File: config.mk
export PLATFORM = sky130hd
export DESIGN_NAME = game_logic
export DESIGN_NICKNAME = d
export VERILOG_FILES = /design/src/rtl/game_logic.sv
export SDC_FILE = /design/constraint.sdc
export NUM_CORES = 1
export LEC_CHECK = 0
export ABC_CLOCK_PERIOD_IN_PS = 24300
export CAP_MARGIN = 20
export CORE_UTILIZATION = 60
export CTS_BUF_LIST = sky130_fd_sc_hd__clkbuf_16
export CTS_CLUSTER_SIZE = 25
export DETAILED_ROUTE_END_ITERATION = 8
export PLACE_DENSITY = 0.79
export SYNTH_ARGS = -nofsm -noshare
export SYNTH_HDL_FRONTEND = slang
export SYNTH_SLANG_ARGS = --single-unit
File: constraint.sdc
create_clock -name clk -period 24.3 [get_ports clk]
set_clock_uncertainty 0.2 [all_clocks]
set_input_delay 7.29 -clock clk [delete_from_list [all_inputs] [get_ports clk]]
set_output_delay 7.29 -clock clk [all_outputs]
set_load 0.01 [all_outputs]
File: src/rtl/game_logic.sv
// Snake game core with a registered RGB332 pixel generator for an 800x600 frame.
// Optional FOOD_BLINK_EN: when defined, the food is drawn only while clk_reduced is high.
module game_logic #(
  parameter int CELL     = 20,
  parameter int GRID_W   = 40,
  parameter int GRID_H   = 30,
  parameter int MAX_LEN  = 16,
  parameter int INIT_LEN = 3
) (
  input  logic        clk,
  input  logic        rst,
  input  logic        clk_reduced,
  input  logic        mover,
  input  logic [10:0] PixelX,
  input  logic [10:0] PixelY,
  input  logic        izquierda,
  input  logic        derecha,
  input  logic        arriba,
  input  logic        abajo,
  input  logic [2:0]  accion,
  output logic [2:0]  RObtenido,
  output logic [2:0]  GObtenido,
  output logic [1:0]  BObtenido
);

  typedef enum logic {PLAY, OVER} state_t;

  localparam logic [5:0] INIT_X = 6'(GRID_W / 2);
  localparam logic [4:0] INIT_Y = 5'(GRID_H / 2);
  localparam logic [5:0] FOOD_X = 6'(GRID_W * 3 / 4);

  state_t     state;
  logic [5:0] seg_x [MAX_LEN];
  logic [4:0] seg_y [MAX_LEN];
  logic [4:0] len;
  logic [5:0] food_x;
  logic [4:0] food_y;
  logic [15:0] lfsr;

  logic       move_req, restart, oob, self_hit, eat;
  logic [5:0] nh_x, fx_raw, fx_new;
  logic [4:0] nh_y, fy_raw, fy_new;

  assign move_req = mover && (state == PLAY) && (accion >= 3'd1) && (accion <= 3'd4);
  assign restart  = (state == OVER) && (arriba || abajo || izquierda || derecha);

  // NOTE: every signal gets a default at the top of always_comb so no path can infer a latch.
  always_comb begin
    nh_x     = seg_x[0];
    nh_y     = seg_y[0];
    oob      = 1'b0;
    self_hit = 1'b0;
    case (accion)
      3'd1: if (seg_y[0] == 5'd0)              oob = 1'b1; else nh_y = seg_y[0] - 5'd1;
      3'd2: if (seg_y[0] == 5'(GRID_H - 1))    oob = 1'b1; else nh_y = seg_y[0] + 5'd1;
      3'd3: if (seg_x[0] == 6'd0)              oob = 1'b1; else nh_x = seg_x[0] - 6'd1;
      3'd4: if (seg_x[0] == 6'(GRID_W - 1))    oob = 1'b1; else nh_x = seg_x[0] + 6'd1;
      default: ;
    endcase
    // The current tail vacates its cell on this move, so it is not a collision target.
    for (int i = 0; i < MAX_LEN - 1; i++) begin
      if ((5'(i) < len - 5'd1) && (seg_x[i] == nh_x) && (seg_y[i] == nh_y)) self_hit = 1'b1;
    end
    eat    = (nh_x == food_x) && (nh_y == food_y);
    fx_raw = lfsr[5:0];
    fy_raw = lfsr[12:8];
    fx_new = (fx_raw >= 6'(GRID_W)) ? fx_raw - 6'(GRID_W) : fx_raw;
    fy_new = (fy_raw >= 5'(GRID_H)) ? fy_raw - 5'(GRID_H) : fy_raw;
  end

  // NOTE: sequential state uses non-blocking assignments so all registers update together.
  always_ff @(posedge clk) begin
    if (rst) lfsr <= 16'hACE1;
    else     lfsr <= {lfsr[14:0], lfsr[15] ^ lfsr[13] ^ lfsr[12] ^ lfsr[10]};
  end

  // NOTE: the segment array is reset in full so unused slots never hold X that could leak into compares.
  always_ff @(posedge clk) begin
    if (rst || restart) begin
      for (int i = 0; i < MAX_LEN; i++) begin
        seg_x[i] <= (i < INIT_LEN) ? INIT_X - 6'(i) : 6'd0;
        seg_y[i] <= (i < INIT_LEN) ? INIT_Y : 5'd0;
      end
      len    <= 5'(INIT_LEN);
      food_x <= FOOD_X;
      food_y <= INIT_Y;
      state  <= PLAY;
    end else if (move_req) begin
      if (oob || self_hit) begin
        state <= OVER;
      end else begin
        for (int i = MAX_LEN - 1; i > 0; i--) begin
          seg_x[i] <= seg_x[i-1];
          seg_y[i] <= seg_y[i-1];
        end
        seg_x[0] <= nh_x;
        seg_y[0] <= nh_y;
        if (eat) begin
          // Extending len keeps the old tail, which the shift already moved one slot down.
          len    <= (len == 5'(MAX_LEN)) ? len : len + 5'd1;
          food_x <= fx_new;
          food_y <= fy_new;
        end
      end
    end
  end

  logic [10:0] cx, cy;
  logic        visible, head_px, body_px, food_px, food_vis;

`ifdef FOOD_BLINK_EN
  assign food_vis = clk_reduced;
`else
  logic unused_clk_reduced;
  assign unused_clk_reduced = clk_reduced;
  assign food_vis = 1'b1;
`endif

  always_comb begin
    cx      = PixelX / 11'(CELL);
    cy      = PixelY / 11'(CELL);
    visible = (PixelX < 11'(GRID_W * CELL)) && (PixelY < 11'(GRID_H * CELL));
    head_px = (cx == {5'd0, seg_x[0]}) && (cy == {6'd0, seg_y[0]});
    food_px = (cx == {5'd0, food_x}) && (cy == {6'd0, food_y}) && food_vis;
    body_px = 1'b0;
    for (int i = 1; i < MAX_LEN; i++) begin
      if ((5'(i) < len) && (cx == {5'd0, seg_x[i]}) && (cy == {6'd0, seg_y[i]})) body_px = 1'b1;
    end
  end

  always_ff @(posedge clk) begin
    if (rst || !visible)  {RObtenido, GObtenido, BObtenido} <= 8'h00;
    else if (state == OVER) {RObtenido, GObtenido, BObtenido} <= {3'd7, 3'd0, 2'd3};
    else if (head_px)     {RObtenido, GObtenido, BObtenido} <= {3'd7, 3'd7, 2'd0};
    else if (body_px)     {RObtenido, GObtenido, BObtenido} <= {3'd0, 3'd7, 2'd0};
    else if (food_px)     {RObtenido, GObtenido, BObtenido} <= {3'd7, 3'd0, 2'd0};
    else                  {RObtenido, GObtenido, BObtenido} <= 8'h00;
  end

endmodule

# Word-level counts from Yosys, hierarchy flattened
# Memories as Yosys holds them, arrays and structs flattened.
# Index checks and enable logic that the tools add are counted.
# op_classes
div	2
order_cmp	36
bitwise_logic	38
reduce_logical	81
n_addsub	8
mux	88
n_eq_ne	73
# op_table
op	count
== test 11 x 5 -> 1 bit	17
== test 11 x 6 -> 1 bit	17
two-way mux 6 bit	19
== test 6 bit	16
two-way mux 5 bit	19
== test 5 bit	16
< comparator 4 x 5 -> 1 bit, first input constant	15
logical AND 1 bit	68
< comparator 3 x 5 -> 1 bit, first input constant	8
two-way mux 1 bit	40
OR 1 bit	32
divider 11 x 5 -> 11 bit, second input constant	2
< comparator 11 x 10 -> 1 bit, second input constant	2
< comparator 2 x 5 -> 1 bit, first input constant	4
two-way mux 3 bit	6
< comparator 1 x 5 -> 1 bit, first input constant	3
case mux 6 bit (2 select lines)	1
adder 5 x 1 -> 5 bit, second input constant	2
== test 5 bit, second input constant	2
case mux 5 bit (2 select lines)	1
subtractor 5 x 1 -> 5 bit, second input constant	2
adder 6 x 1 -> 6 bit, second input constant	1
== test 3 x 2 -> 1 bit, second input constant	2
== test 6 bit, second input constant	1
21 further kinds	30
# word_totals
ram_bits	176
in_bits	33
register_bits	41
memories	2
output_inout_bits	8
elab_cells	336
# mem_list
name	words	word_bits	read_ports	rd_clocked_by_memory_dff	write_ports	line	text
seg_x	16	6	16	0	16	33	logic [5:0] seg_x [MAX_LEN];
seg_y	16	5	16	0	16	34	logic [4:0] seg_y [MAX_LEN];

# Longest topological paths before layout
# An unclocked memory read counts as a cell.
# depth
depth_word	28
depth_mapped	19
depth_no_buf	15

# Worst setup path after synthesis
# OpenSTA, ideal clock, no wires.
# synth_timing
kind	input -> register
startpoint	in accion[0]
endpoint	mem seg_x[0][0] (enable)
arrival_time_ns	14.527
required_ns	23.533
path_buffers	3
setup_slack_ns	9.005
cell_stages	13
setup_ns	0.567
cell_sequence	or3b_2 > clkbuf_1 > nor3_1 > a211oi_1 > xnor2_1 > clkbuf_1 > xnor2_1 > nor3_1 > nand3_1 > o2111ai_1 > nor4b_2 > clkbuf_1 > nand2b_1
# synth_lines
element	line	text
from (decl)	20	input logic [2:0] accion,
to (decl)	33	

==> results.yml <==
status:
  status: "finished clean"
cts:
  clkLatencyLatePin_ns: 0.53
  clkSinkCount: 212
  htree_levels: 1
  cts_hold_buf: 0
  tritoncts: "done"
  path_clk_slew_ns: 0.06
  root_buffer: "clkbuf_16"
  cts_max_path_buffers: 3
  cts_buffers: 24
  post_cts_buffers: 0
  cts_resized: 0
timing:
  rsz0062_at_grt: "false"
  worst_pin_slew_ns: 1.10
  max_slew_margin: 0.265
  fmax_ghz: 0.0742
  worst_slack_ns: 10.81
  tns_ns: 0
  final-setup-viol-count: 0
  finalCriticalPeriod_ns: 13.49
  drv_slew: 0
  finalCritPeriodShare: 0.555
  finalHoldViolCount: 0
setup_path:
  path_class: "input pin to flip-flop"
  worst_path_most_repeated_cell: "buf_4"
  reg2reg_depth: 15
  crit_path_start: "accion[2]"
  crit_arrival_ns: 13.43
  r2r_start: "seg_x[0][0]$_SDFFCE_PN0P_"
  timing.rr.end: "seg_y[0][0]$_SDFFCE_PN1P_"
  startpoint_type: "input pin"
  path_cells: "clkdlybuf4s50_1, nor3b_1, o21ai_0, o221a_2, or2_2, xnor2_1, nor2_1, a22oi_1, o2111ai_1, nor4b_4, nand2b_4, buf_4, buf_12, buf_4"
  slowest_stage: "nor3b_1"
  end_kind: "flip-flop"
  r2r_slack_ns: 17.70
  crit_required_ns: 24.24
  cp_max_fo: 72
  max_stage_delay_ns: 0.80
drt:
  avgRoutedWirePerCell_um: 24.9
  finalWirelength_um: 50000
  drc: 0
  drt_iter0_drc: 2085
  vias_per_cell: 6.91
  num_vias: 13900
  antenna_left: 0
  dr.pass1.iters: 6
global_route:
  overflow: 0
  grt_pass1_vias: 12700
  grt_pass1_wl_um: 74500
  grt_antenna_before_repair: 1
  grt_start_max_net_pins: 145
  grt.total_usage: 0.364
power:
  power_frac_clock: 0.331
  combPwrFrac: 0.245
  net-switching-power_mw: 0.343
  ir_drop_v: 0.0000678
  seqPwrFrac: 0.425
  intPower_mw: 0.714
  swShare: 0.324
  leakage_nw: 6.49
  powerDensity_nw_per_um2: 61.1
logic_synthesis:
  synth_async_sr_flop_share: 0
  ys_seq_area_frac: 0.376
  synth_top_area_frac: 0.331
  ys_top_cells_by_area: "edfxtp_1, xnor2_1, xor2_1"
  ys_ff_latch: 212
  ys_types: 94
  synth_nets: 1744
  synth_warnings: 0
  synth_flop_cell: "edfxtp_1"
  mappedNetlistArea_sq_um: 16000
  synth_edf_count: 176
  synthCells: 1700
  yosysTopAreaCell: "edfxtp_1"
  synth.avg_cell_area_sq_um: 9.40
cells_and_area:
  final_util: 0.664
  nets: 1700
  fin_cells: 2009
  n_antenna_cell: 0
  finish.instance_area_sq_um: 17300
  n_fill_cell: 2100
  syn_to_final_growth_pct: 8.24
  drive_gt1_frac: 0.0789
placed_design:
  pre_cts_ws_ns: 10.23
  dpl.hpwl_um: 33900
  place_area_sq_um: 16400
  gp_congestion: 1.03
  portBuffers: 35
  dpl.cell_count: 1961
die:
  start_util: 0.613
  coreArea_sq_um: 26100
  rows: 59
  boundaryPins: 41
  die-area_sq_um: 27300
  die_h_um: 165
  die_w_um: 165
worst_hold_path:
  hold_class: "flip-flop to flip-flop"
  hold_depth: 1
  hold_end: "lfsr[7]$_SDFF_PP1_"
  hp-start: "lfsr[6]$_SDFF_PP1_"
flow_run:
  max_cap_viol_count: 0
[area by class of cell]
class,instances,area (sq um),area share
multi-input combinational,1313,9330,0.539
sequential,212,6010,0.347
clock buffer,25,626,0.0362
timing repair buffer,64,626,0.0362
tap,335,419,0.0242
inverter,41,154,0.00890
clock inverter,19,135,0.00781
[sequential cells by signal (all words and copies together), names as in the netlist]
register,cells
GObtenido,1
state,1
seg_x,96
RObtenido,1
BObtenido,1
lfsr,16
food_y,5
len,5
seg_y,80
food_x,6
[cells in the mapped netlist (13+ instances only)]
master     instances
nor3_1            54
nor2b_1           30
nand3_1           46
clkbuf_1          81
nor2_1            60
nand4_1           34
nand2_1           81
a21oi_1           44
dfxtp_1           36
or3_1             14
mux2i_1           18
buf_2             34
or2_2             19
o211ai_1          17
o2111ai_1         13
nor4_1            44
a31oi_1           16
nand2b_1          33
o21ai_0           56
edfxtp_1         176
xor2_1           119
inv_1             38
and3_1           166
xnor2_1          199
[routing by layer]
metal	part of all wire	track usage	routed length [um]
met1	0.39	0.493	19600
met2	0.43	0.551	21600
met3	0.12	0.0814	6110
met5	0.00024	0	12
met4	0.051	0.177	2570
[critical path: cells and delay by family]
| family | cells | cell delay, ns |
|---|---|---|
| buffers and inverters | 4 | 2.40 |
| AND/OR/NAND/NOR | 5 | 2.01 |
| AO/OA/AOI/OAI | 4 | 1.38 |
| XOR/XNOR | 1 | 0.27 |
[placed cells by master, fill, tap and decap left out, drive strengths merged, types with 7 or more instances in the layout]
cell,count
a31oi,16
buf,28
o21bai,7
mux2i,19
nor2,60
nand3,46
xnor2,199
o2111ai,13
or3,14
nor3b,8
clkinv,14
inv,40
clkdlybuf4s50,35
xor2,119
or2,20
nor4b,7
ha,11
a21boi,7
a2111oi,9
a21oi,44
and3,166
nand2,81
nand3b,12
and2,12
a221oi,11
nand4,34
o211ai,17
nor2b,31
or3b,8
nor4,44
o22ai,8
a211o,7
o21ai,58
edfxtp,176
nor3,55
dfxtp,36
nand2b,33
clkbuf,26
a211oi,14
[stage by stage]
| step | hold slack, ns | power [mW] |
|---|---|---|
| floorplan | 0.189 | 0.629 |
| global placement | 0.193 | 0.695 |
| detailed placement | 0.198 | 0.702 |
| CTS | 0.219 | 1.05 |
| global route | 0.232 | 1.09 |
| finish | 0.215 | 1.06 |
[logic make-up (layout without fill, tap and decap cells)]
| group | count (synthesis) | after routing | share of synthesized area |
|---|---|---|---|
| compound gates | 304 | 304 | 0.140 |
| xor+xnor | 320 | 320 | 0.177 |
| fa+ha+maj | 12 | 12 | 0.00924 |
| buf+inv | 175 | 149 | 0.0464 |
| flops | 212 | 212 | 0.376 |
| mux | 25 | 25 | 0.0169 |
| simple gates | 652 | 652 | 0.234 |
[worst max-delay path by stage]
stage	depth (start not counted)	end
after global routing	14	seg_y[0][3]$_SDFFCE_PN1P_
after detailed placement	13	seg_y[0][0]$_SDFFCE_PN1P_
after floorplan	13	seg_x[0][0]$_SDFFCE_PN0P_
after global placement	13	seg_x[0][10]$_SDFFCE_PN1P_
after CTS	13	seg_y[0][0]$_SDFFCE_PN1P_
final	14	seg_y[0][0]$_SDFFCE_PN1P_
[power groups by stage]
stage	Sequential, mW	Combinational (mW)	Clock (mW)
floorplan	0.447	0.182	0
global placement	0.454	0.241	0
detailed placement	0.455	0.247	0
CTS	0.448	0.248	0.352
global route	0.450	0.274	0.363
finish	0.449	0.258	0.349
No activity file was read; power rests on OpenSTA's default activity.
